===== config.mk =====
export PLATFORM = sky130hd
export DESIGN_NAME = serial_add_ctrl
export DESIGN_NICKNAME = d
export VERILOG_FILES = /design/src/rtl/serial_add_ctrl.sv
export SDC_FILE = /design/constraint.sdc
export NUM_CORES = 1
export LEC_CHECK = 0
export ABC_CLOCK_PERIOD_IN_PS = 2700
export CORE_MARGIN = 5
export CORE_UTILIZATION = 40
export CTS_CLUSTER_DIAMETER = 60
export DETAILED_ROUTE_END_ITERATION = 12
export PLACE_DENSITY = 0.77
export SYNTH_ARGS = -nofsm -noshare
export SYNTH_HDL_FRONTEND = slang
export SYNTH_SLANG_ARGS = --single-unit

===== constraint.sdc =====
create_clock -name clk -period 2.7 [get_ports clk]
set_clock_uncertainty 0.2 [all_clocks]
set_input_delay 0.54 -clock clk [delete_from_list [all_inputs] [get_ports clk]]
set_output_delay 0.54 -clock clk [all_outputs]
set_load 0.02 [all_outputs]

===== src/rtl/serial_add_ctrl.sv =====
// rtl/serial_add_ctrl.sv - bit-serial N-bit adder sequencer time-sharing one full_adder cell
// Operands load in IDLE, one bit per enabled cycle in ADD, result held in DONE until taken.

module full_adder (
    input  logic a,
    input  logic b,
    input  logic cin,
    output logic s,
    output logic cout
);
    assign s    = a ^ b ^ cin;
    assign cout = (a & b) | (cin & (a ^ b));
endmodule

module serial_add_ctrl #(
    parameter int N = 8
) (
    input  logic         clk,
    input  logic         rst,
    input  logic         ena,
    input  logic         in_valid,
    output logic         in_ready,
    input  logic [N-1:0] a,
    input  logic [N-1:0] b,
    input  logic         cin,
    output logic         out_valid,
    input  logic         out_ready,
    output logic [N-1:0] sum,
    output logic         cout,
    output logic         overflow
);
    localparam int CW = (N > 1) ? $clog2(N) : 1;
    localparam logic [CW-1:0] LAST = CW'(N - 1);

    typedef enum logic [1:0] {
        IDLE = 2'd0,
        ADD  = 2'd1,
        DONE = 2'd2
    } state_t;

    state_t        state_q, state_d;
    logic [N-1:0]  a_sh_q, a_sh_d;
    logic [N-1:0]  b_sh_q, b_sh_d;
    logic [N-1:0]  res_q, res_d;
    logic [N-1:0]  sum_q, sum_d;
    logic          carry_q, carry_d;
    logic          cout_q, cout_d;
    logic          ovf_q, ovf_d;
    logic [CW-1:0] cnt_q, cnt_d;
    logic          fa_s, fa_cout;
    logic [N-1:0]  res_shift;

    full_adder u_fa (
        .a    (a_sh_q[0]),
        .b    (b_sh_q[0]),
        .cin  (carry_q),
        .s    (fa_s),
        .cout (fa_cout)
    );

    generate
        if (N == 1) begin : g_n1
            assign res_shift = fa_s;
        end else begin : g_nx
            assign res_shift = {fa_s, res_q[N-1:1]};
        end
    endgenerate

    always_comb begin
        state_d   = state_q;
        a_sh_d    = a_sh_q;
        b_sh_d    = b_sh_q;
        res_d     = res_q;
        sum_d     = sum_q;
        carry_d   = carry_q;
        cout_d    = cout_q;
        ovf_d     = ovf_q;
        cnt_d     = cnt_q;
        in_ready  = (state_q == IDLE);
        out_valid = (state_q == DONE);
        case (state_q)
            IDLE: begin
                if (in_valid) begin
                    a_sh_d  = a;
                    b_sh_d  = b;
                    carry_d = cin;
                    cnt_d   = '0;
                    state_d = ADD;
                end
            end
            ADD: begin
                if (ena) begin
                    res_d   = res_shift;
                    a_sh_d  = a_sh_q >> 1;
                    b_sh_d  = b_sh_q >> 1;
                    carry_d = fa_cout;
                    if (cnt_q == LAST) begin
                        // carry_q here is the carry into the MSB for this final step
                        sum_d   = res_shift;
                        cout_d  = fa_cout;
                        ovf_d   = carry_q ^ fa_cout;
                        cnt_d   = '0;
                        state_d = DONE;
                    end else begin
                        cnt_d = cnt_q + CW'(1);
                    end
                end
            end
            DONE: begin
                if (out_ready) begin
                    state_d = IDLE;
                end
            end
            default: state_d = IDLE;
        endcase
    end

    always_ff @(posedge clk) begin
        if (!rst) begin
            state_q <= IDLE;
            a_sh_q  <= '0;
            b_sh_q  <= '0;
            res_q   <= '0;
            sum_q   <= '0;
            carry_q <= 1'b0;
            cout_q  <= 1'b0;
            ovf_q   <= 1'b0;
            cnt_q   <= '0;
        end else begin
            state_q <= state_d;
            a_sh_q  <= a_sh_d;
            b_sh_q  <= b_sh_d;
            res_q   <= res_d;
            sum_q   <= sum_d;
            carry_q <= carry_d;
            cout_q  <= cout_d;
            ovf_q   <= ovf_d;
            cnt_q   <= cnt_d;
        end
    end

    assign sum      = sum_q;
    assign cout     = cout_q;
    assign overflow = ovf_q;
endmodule


==> reports/metrics.yaml, run 1 <==
clocking:
  ctsRootBufferMaster: "clkbuf_8"
  cts-resized-gates: 0
  cts_buffer_depth: 2
  numClockSinks: 39
  clkLatencyLatePin_ns: 0.29
  postCtsHoldBufs: 0
  numCtsBuffers: 5
  h-tree-depth: 2
  clk_pin_slew_ns: 0.08
  tritoncts: "built"
  post-cts-setup-buffers: 0
setup_path:
  r2r_start: "cnt_q[0]$_SDFFE_PN0P_"
  cp-start-kind: "register"
  r2r_end: "overflow$_SDFFE_PN0P_"
  crit_end: "out_valid"
  critPathLaunch: "state_q[1]$_SDFFE_PN0P_"
  cp.arrival_ns: 1.69
  timing.reg2reg.setup_slack_ns: 0.96
  worstSetupPathType: "reg -> out"
  cp.required_ns: 1.96
  rr_worst_depth: 5
  crit_fanout: 12
  endpoint_kind: "output pin"
timing:
  fmax_mhz: 412
  fin_setup_tns_ns: 0
  setup_ws_ns: 0.273
  fin_crit_ns: 2.43
  period_share: 0.899
  max_slew_margin: 0.691
  finalHoldViolCount: 0
  worst_pin_slew_ns: 0.463
  rsz0062_at_grt: "no"
  finalSetupViolCount: 0
  maxSlewViolCount: 0
placement:
  dp.cells: 239
  dp_hpwl_mm: 2.21
  place.gp.congestion: 0.719
  post-place-ws_ns: 0.474
  port_buffers: 33
synth:
  synthMuxAreaShare: 0.0179
  netlist_area_mm2: 0.00168
  synth-compound-area-share: 0.268
  yosysTopAreaCell: "dfxtp_1"
  synth_seq_area_share: 0.466
  synthDistinctLibCells: 28
  ys.flop_type: "dfxtp_1"
  synthSimpleGateAreaFrac: 0.161
  synth_nets: 192
  yosys-top-cells-area: "dfxtp_1 (47%), nand2_1 (8.5%), o21a_1 (7.2%), o221a_1 (6.0%), a21boi_0 (4.9%)"
  synthXorXnorAreaFrac: 0.00523
  ys_seq_elements: 39
  async_flop_share: 0
  synthAdderAreaFrac: 0.0269
  syn_area_per_cell_um2: 10.0
  yosys_warnings: 0
  syn_inst: 167
  yosysTopAreaCellShare: 0.466
  synth_top_family_by_area: "compound AO/OA/AOI/OAI gates"
  synth-edff-count: 0
routing:
  first_pass_iters: 4
  vias: 1258
  drt_iter0_markers: 38
  avgRoutedWirePerCell_um: 13.1
  detail_route.wirelength_mm: 3.22
  drc_errors: 0
  ant_nets: 0
  viasPerCell: 5.09
floorplanning:
  start_util: 0.416
  die_area_mm2: 0.00558
  num_rows: 23
  coreArea_mm2: 0.00403
  die_h_um: 74.7
  io_pins: 34
  die_x_um: 74.7
pwr:
  power_per_cell_area_mw_per_mm2: 585
  leakagePower_nw: 0.755
  irDropWorstVdd_mv: 0.452
min_path:
  hold_class: "reg -> reg"
  hp-start: "sum[2]$_SDFFE_PN0P_"
layout:
  regArea_um2: 781
  layout_common_cells: "dfxtp_1 (39), nand2_1 (38), clkdlybuf4s50_1 (33), o21a_1 (16), a21boi_0 (11)"
  final_cells: 247
  num-fill-cells: 393
  fin_nets: 221
  final_common_cell: "dfxtp_1"
  n_antenna_cell: 0
  multi_input_area_um2: 803
  final_util: 0.523
  syn2layout_area_growth_pct: 25.8
  layout-drive-gt1-share: 0.0964
flow_run:
  cap_violations: 0
grt:
  grt_max_degree: 44
  grt_pass1_wl_mm: 5.24
  grt_pass1_vias: 1179
  overflow: 0
  track_usage: 0.123
  antenna_found_initial: 0
outcome:
  status: "finished, final reports clean"
## worst min path at each step
stage,endpoint,slack [ns],depth (start not counted)
floorplan,a_sh_q[7]$_SDFFE_PN0P_,0.24,2
global placement,sum[2]$_SDFFE_PN0P_,0.24,2
detailed placement,sum[2]$_SDFFE_PN0P_,0.25,2
CTS,sum[2]$_SDFFE_PN0P_,0.26,2
global route,sum[2]$_SDFFE_PN0P_,0.27,2
finish,sum[2]$_SDFFE_PN0P_,0.25,2
## routing by layer
metal	up-vias	GRT usage	wire, µm
li1	657	-	-
met1	568	0.150	1520
met2	27	0.193	1500
met3	6	0.0441	139
met4	0	0.0613	68
met5	-	0	0
## flip-flops by register name, summed over array words and instances, names as in the netlist
register	count
state_q	2
res_q	7
cout	1
overflow	1
b_sh_q	8
cnt_q	3
carry_q	1
sum	8
a_sh_q	8
## power breakdown
part	leakage, nW	switching [W]	internal (W)	total (W)
Combinational	0.379	0.0000562	0.0000763	0.000133
Sequential	0.319	0.0000213	0.000603	0.000624
Clock	0.0581	0.000202	0.000275	0.000477
## cells in the mapped netlist (all sizes together) (2+ instances only)
library cell  count
a21boi           18
buf               9
clkbuf            4
dfxtp            39
ha                2
mux2i             3
nand2            38
nand3             3
nand3b            3
nand4b            2
nor2              2
nor2b             2
nor3b             2
o21a             16
o21ai             3
o221a            15
## worst max-delay path: stages, from the launching register on
cell and delay, ns:
dfxtp_1 0.58, nor2b_1 0.20, clkdlybuf4s50_1 0.62
## per-stage QoR
stage | total power, W | cell area [µm²] | hold slack (ns)
finish | 0.00123 | 2110 | 0.254
global route | 0.00128 | 2110 | 0.270
CTS | 0.00124 | 2110 | 0.258
detailed placement | 0.000770 | 2000 | 0.246
global placement | 0.000766 | 2000 | 0.242
floorplan | 0.000723 | 1680 | 0.236
## cell type report
cell class / instances / area share
sequential: 39 / 0.370
tap: 50 / 0.0297
inverter: 1 / 0.00178
timing repair buffer: 35 / 0.164
multi-input combinational: 114 / 0.381
clock buffer: 5 / 0.0326
clock inverter: 3 / 0.0208
## logic make-up (layout without fill, tap and decap cells)
kind of cell / count (synthesis) / in the layout
buffers and inverters: 14 / 44
and+or+nand+nor: 54 / 54
AOI/OAI and AO/OA: 53 / 53
xor gates and xnor gates: 1 / 1
DFF: 39 / 39
muxes: 3 / 3
adders and majority gates: 3 / 3
Note: power is estimated with default switching activity, not from simulation.
==> inputs of run 2 (changes only) <==
DONT_BUFFER_PORTS = 1   (was default)
PLACE_DENSITY = 0.66   (was 0.77)
==> run 2 against run 1 <==
Wire length fell by 0.43%. First-iteration DRC count up 120%. Sequential power barely moved. Global-route usage rose by 0.38 points. Worst hold slack worse by 0.079 ns. Die area unchanged. Critical path depth is 1 lower. Combinational power fell by 33%. Utilization shrank 8.6 points.
==> reports/metrics.yaml, run 2 (synthesis gave the netlist of run 1 again) <==
routing:
  avgRoutedWirePerCell_um: 15.1
  dr_wl_met2_mm: 1.52
  detail_route.wirelength_mm: 3.21
  ant_nets: 0
  top_layer: "met4"
  viasPerCell: 5.42
  first_pass_iters: 4
  drc_errors: 0
  drt_iter0_markers: 85
  wl_met3_um: 188
  vias: 1155
  wl_met1_mm: 1.46
setup_path:
  cp-start-kind: "register"
  rr_worst_depth: 4
  endpoint_kind: "output pin"
  timing.reg2reg.setup_slack_ns: 0.90
  cp.arrival_ns: 1.37
  critPathBufInv: 0
  cp_top_family: "flip-flops"
  cp.required_ns: 1.96
  crit_chain: "nor2b_1"
  r2r_end: "a_sh_q[2]$_SDFFE_PN0P_"
  cpPeakStageDelay_ns: 0.59
  slowest_stage: "dfxtp_1"
  worstSetupPathType: "reg -> out"
  crit_fanout: 12
  r2r_start: "state_q[0]$_SDFFE_PN0P_"
clocking:
  clkLatencyLatePin_ns: 0.29
  clk_pin_slew_ns: 0.08
  post-cts-setup-buffers: 0
  h-tree-depth: 2
  cts-resized-gates: 0
  tritoncts: "built"
  numClockSinks: 39
  numCtsBuffers: 5
  ctsRootBufferMaster: "clkbuf_8"
  postCtsHoldBufs: 0
  cts_buffer_depth: 2
floorplanning:
  start_util: 0.416
  die_area_mm2: 0.00558
  die_h_um: 74.7
  io_pins: 34
  num_rows: 23
  die_x_um: 74.7
  coreArea_mm2: 0.00403
placement:
  placed_area_mm2: 0.00166
  port_buffers: 0
  place.gp.congestion: 0.763
  dp.cells: 205
  dp_hpwl_mm: 2.16
layout:
  syn2layout_area_growth_pct: 5.15
  final_common_cell: "dfxtp_1"
  n_antenna_cell: 0
  final_cells: 213
  layout-drive-gt1-share: 0.110
  layout_common_cells: "dfxtp_1 (39), nand2_1 (38), o21a_1 (16), a21boi_0 (11), o221a_1 (9)"
  fin_area_mm2: 0.00176
  fin_nets: 187
pwr:
  power_per_cell_area_mw_per_mm2: 652
  irDropWorstVdd_mv: 0.361
  leakagePower_nw: 0.619
min_path:
  holdPathEnd: "state_q[1]$_SDFFE_PN0P_"
  hold_depth: 1
  hold_class: "in -> reg"
  hp-start: "rst"
timing:
  fmax_mhz: 475
  max_slew_margin: 0.671
  fin_setup_tns_ns: 0
  maxSlewViolCount: 0
  fin_crit_ns: 2.11
  hold_slack_ns: 0.175
  rsz0062_at_grt: "no"
  worst_pin_slew_ns: 0.492
  finalHoldViolCount: 0
  finalSetupViolCount: 0
  period_share: 0.780
grt:
  grt_max_degree: 44
  grt_pass1_wl_mm: 5.46
  grt_pass1_vias: 1150
  overflow: 0
  antenna_found_initial: 0
  track_usage: 0.127
outcome:
  status: "finished, final reports clean"
flow_run:
  cap_violations: 0
[run 2: cell count changes in the layout (fill, tap and decap cells not counted)]
cell	before	now
clkdlybuf4s50_1	33	0
clkinv_4	1	0
bufinv_16	1	0
clkinvlp_4	0	1
clkinv_2	1	0
clkbuf_8	5	7
buf_4	2	1
[run 2: power by group]
part	total (W)	internal (W)	switching, W	leakage (nW)
registers	0.000622	0.000602	0.0000200	0.319
logic	0.0000886	0.0000475	0.0000411	0.250
clock network	0.000438	0.000232	0.000205	0.0505
[run 2: how the worst max path moves through the flow]
stage,from,end,slack [ns],depth (start not counted)
finish,state_q[1]$_SDFFE_PN0P_,out_valid,0.59,1
global route,state_q[1]$_SDFFE_PN0P_,out_valid,0.52,1
CTS,state_q[1]$_SDFFE_PN0P_,out_valid,0.57,1
detailed placement,state_q[1]$_SDFFE_PN0P_,out_valid,0.92,1
global placement,state_q[1]$_SDFFE_PN0P_,out_valid,0.93,1
floorplan,state_q[1]$_SDFFE_PN0P_,out_valid,1.07,2
[run 2: routing by layer]
metal  vias up  GRT usage
met4         0     0.0474
met5         -          0
li1        584          -
met2        21      0.204
met1       543      0.154
met3         7     0.0507
[run 2: metrics by stage]
stage | worst slack (ns) | util | power (W)
after global placement | 0.929 | 0.411 | 0.000722
after detailed placement | 0.919 | 0.411 | 0.000725
final | 0.594 | 0.437 | 0.00115
after global routing | 0.521 | 0.437 | 0.00121
after floorplan | 1.07 | - | 0.000723
after CTS | 0.574 | 0.437 | 0.00116
[run 2: final cells by class]
cell class,instances,area (µm²)
timing repair buffer,1,7.51
clock buffer,7,96.3
sequential,39,781
fill,393,2270
multi-input combinational,114,803
inverter,1,3.75
clock inverter,1,7.51
tap,50,62.6
==> inputs of run 3 (changes only) <==
ABC_CLOCK_PERIOD_IN_PS = 1940   (was 2700)
clock period = 1.94 ns   (was 2.7 ns; I/O delays follow)
==> run 3 against run 2 <==
Flip-flop and latch count did not move. Non-clock buffer count rose by 1. Power rose by 48%. Clock-buffer cell count fell by 1. Critical endpoint unchanged. Die area did not move. Via count rose by 3.7%. Sequential share of layout area fell by 0.62 points. Cell count rose by 0.47%. First-iteration DRC count fell by 45%. Critical path depth did not move. Wire length rose by 6.3%. Sequential power rose by 40%.
==> reports/metrics.yaml, run 3 (synthesis gave the netlist of run 1 again) <==
grt:
  antenna_found_initial: 0
  grt_pass1_wl_mm: 5.65
  overflow: 0
  grt_max_degree: 44
  grt_pass1_vias: 1210
  track_usage: 0.136
setup_path:
  endpoint_kind: "output pin"
  cp_top_family: "flip-flops"
  worstSetupPathType: "reg -> out"
  cp-start-kind: "register"
  cp.arrival_ns: 1.26
  slowest_stage: "dfxtp_1"
  critPathBufInv: 0
  cpPeakStageDelay_ns: 0.59
  crit_chain: "nor2b_2"
  crit_fanout: 12
  cp.required_ns: 1.35
floorplanning:
  coreArea_mm2: 0.00403
  start_util: 0.416
  die_x_um: 74.7
  io_pins: 34
  die_area_mm2: 0.00558
  num_rows: 23
  die_h_um: 74.7
layout:
  layout-drive-gt1-share: 0.128
  layout_common_cells: "dfxtp_1 (39), nand2_1 (38), o21a_1 (16), a21boi_0 (11), o221a_1 (9)"
  multi_input_area_um2: 807
  final_common_cell: "dfxtp_1"
  n_antenna_cell: 0
  regArea_um2: 781
  fin_nets: 188
  syn2layout_area_growth_pct: 6.65
  num-fill-cells: 396
  final_util: 0.443
clocking:
  postCtsHoldBufs: 0
  numCtsBuffers: 5
  post-cts-setup-buffers: 0
  tritoncts: "built"
  numClockSinks: 39
  h-tree-depth: 2
  ctsRootBufferMaster: "clkbuf_8"
  clkLatencyLatePin_ns: 0.29
  cts_buffer_depth: 2
  clk_pin_slew_ns: 0.08
pwr:
  power_per_cell_area_mw_per_mm2: 951
  finalPower_w: 0.00170
  irDropWorstVdd_mv: 0.310
  leakagePower_nw: 0.634
routing:
  drc_errors: 0
  first_pass_iters: 5
  vias: 1198
  viasPerCell: 5.60
  drt_iter0_markers: 47
  ant_nets: 0
  detail_route.wirelength_mm: 3.41
  avgRoutedWirePerCell_um: 15.9
min_path:
  hold_class: "in -> reg"
timing:
  rsz0062_at_grt: "no"
  finalHoldViolCount: 0
  worst_pin_slew_ns: 0.472
  fin_crit_ns: 1.85
  period_share: 0.953
  hold_slack_ns: 0.0307
  finalSetupViolCount: 0
  maxSlewViolCount: 0
  fmax_mhz: 541
  fin_setup_tns_ns: 0
  max_slew_margin: 0.685
placement:
  place.gp.congestion: 0.694
  port_buffers: 0
  dp_hpwl_mm: 2.37
flow_run:
  cap_violations: 0
outcome:
  status: "finished, final reports clean"
==> run 3: area by class of cell <==
| type | count | area share |
|---|---|---|
| Multi-Input combinational cell | 114 | 0.452 |
| Sequential cell | 39 | 0.437 |
| Clock buffer | 6 | 0.0462 |
| Tap cell | 50 | 0.0350 |
| Clock inverter | 2 | 0.0196 |
| Timing Repair Buffer | 2 | 0.00840 |
| Inverter | 1 | 0.00210 |
==> run 3: final timing paths <==
path	depth (start not counted)	slack, ns	to	start
setup / recovery	1	0.09	out_valid	state_q[1]$_SDFFE_PN0P_
hold / removal	2	0.03	b_sh_q[7]$_SDFFE_PN0P_	b[7]
setup reg to reg	3	0.16	a_sh_q[4]$_SDFFE_PN0P_	state_q[0]$_SDFFE_PN0P_
hold reg to reg	2	0.26	sum[2]$_SDFFE_PN0P_	res_q[3]$_SDFFE_PN0P_
==> run 3: per-stage QoR <==
stage | area, µm² | instances | setup slack, ns
2_1_floorplan | 1680 | 167 | 0.396
3_3_place_gp | 1670 | 206 | 0.260
3_5_place_dp | 1670 | 206 | 0.176
4_1_cts | 1790 | 214 | 0.0824
5_1_grt | 1790 | 214 | 0.0127
6_report | 1790 | 214 | 0.0911
==> run 3: power breakdown <==
part / total [W] / internal (W) / switching, W
clock network: 0.000703 / 0.000416 / 0.000287
registers: 0.000868 / 0.000839 / 0.0000298
logic: 0.000128 / 0.0000678 / 0.0000605
==> run 3: per-layer routing <==
layer,global-route usage,up-vias,share of wire
li1,-,588,-
met1,0.148,567,0.40
met2,0.227,35,0.50
met3,0.0561,8,0.076
met4,0.0692,0,0.024
met5,0,-,0
==> run 3: timing repair <==
action | in CTS | in global routing
setup endpoints to repair | 1 | 1
gates resized for setup | 1 | 1
endpoints found under the hold margin | 0 | 0
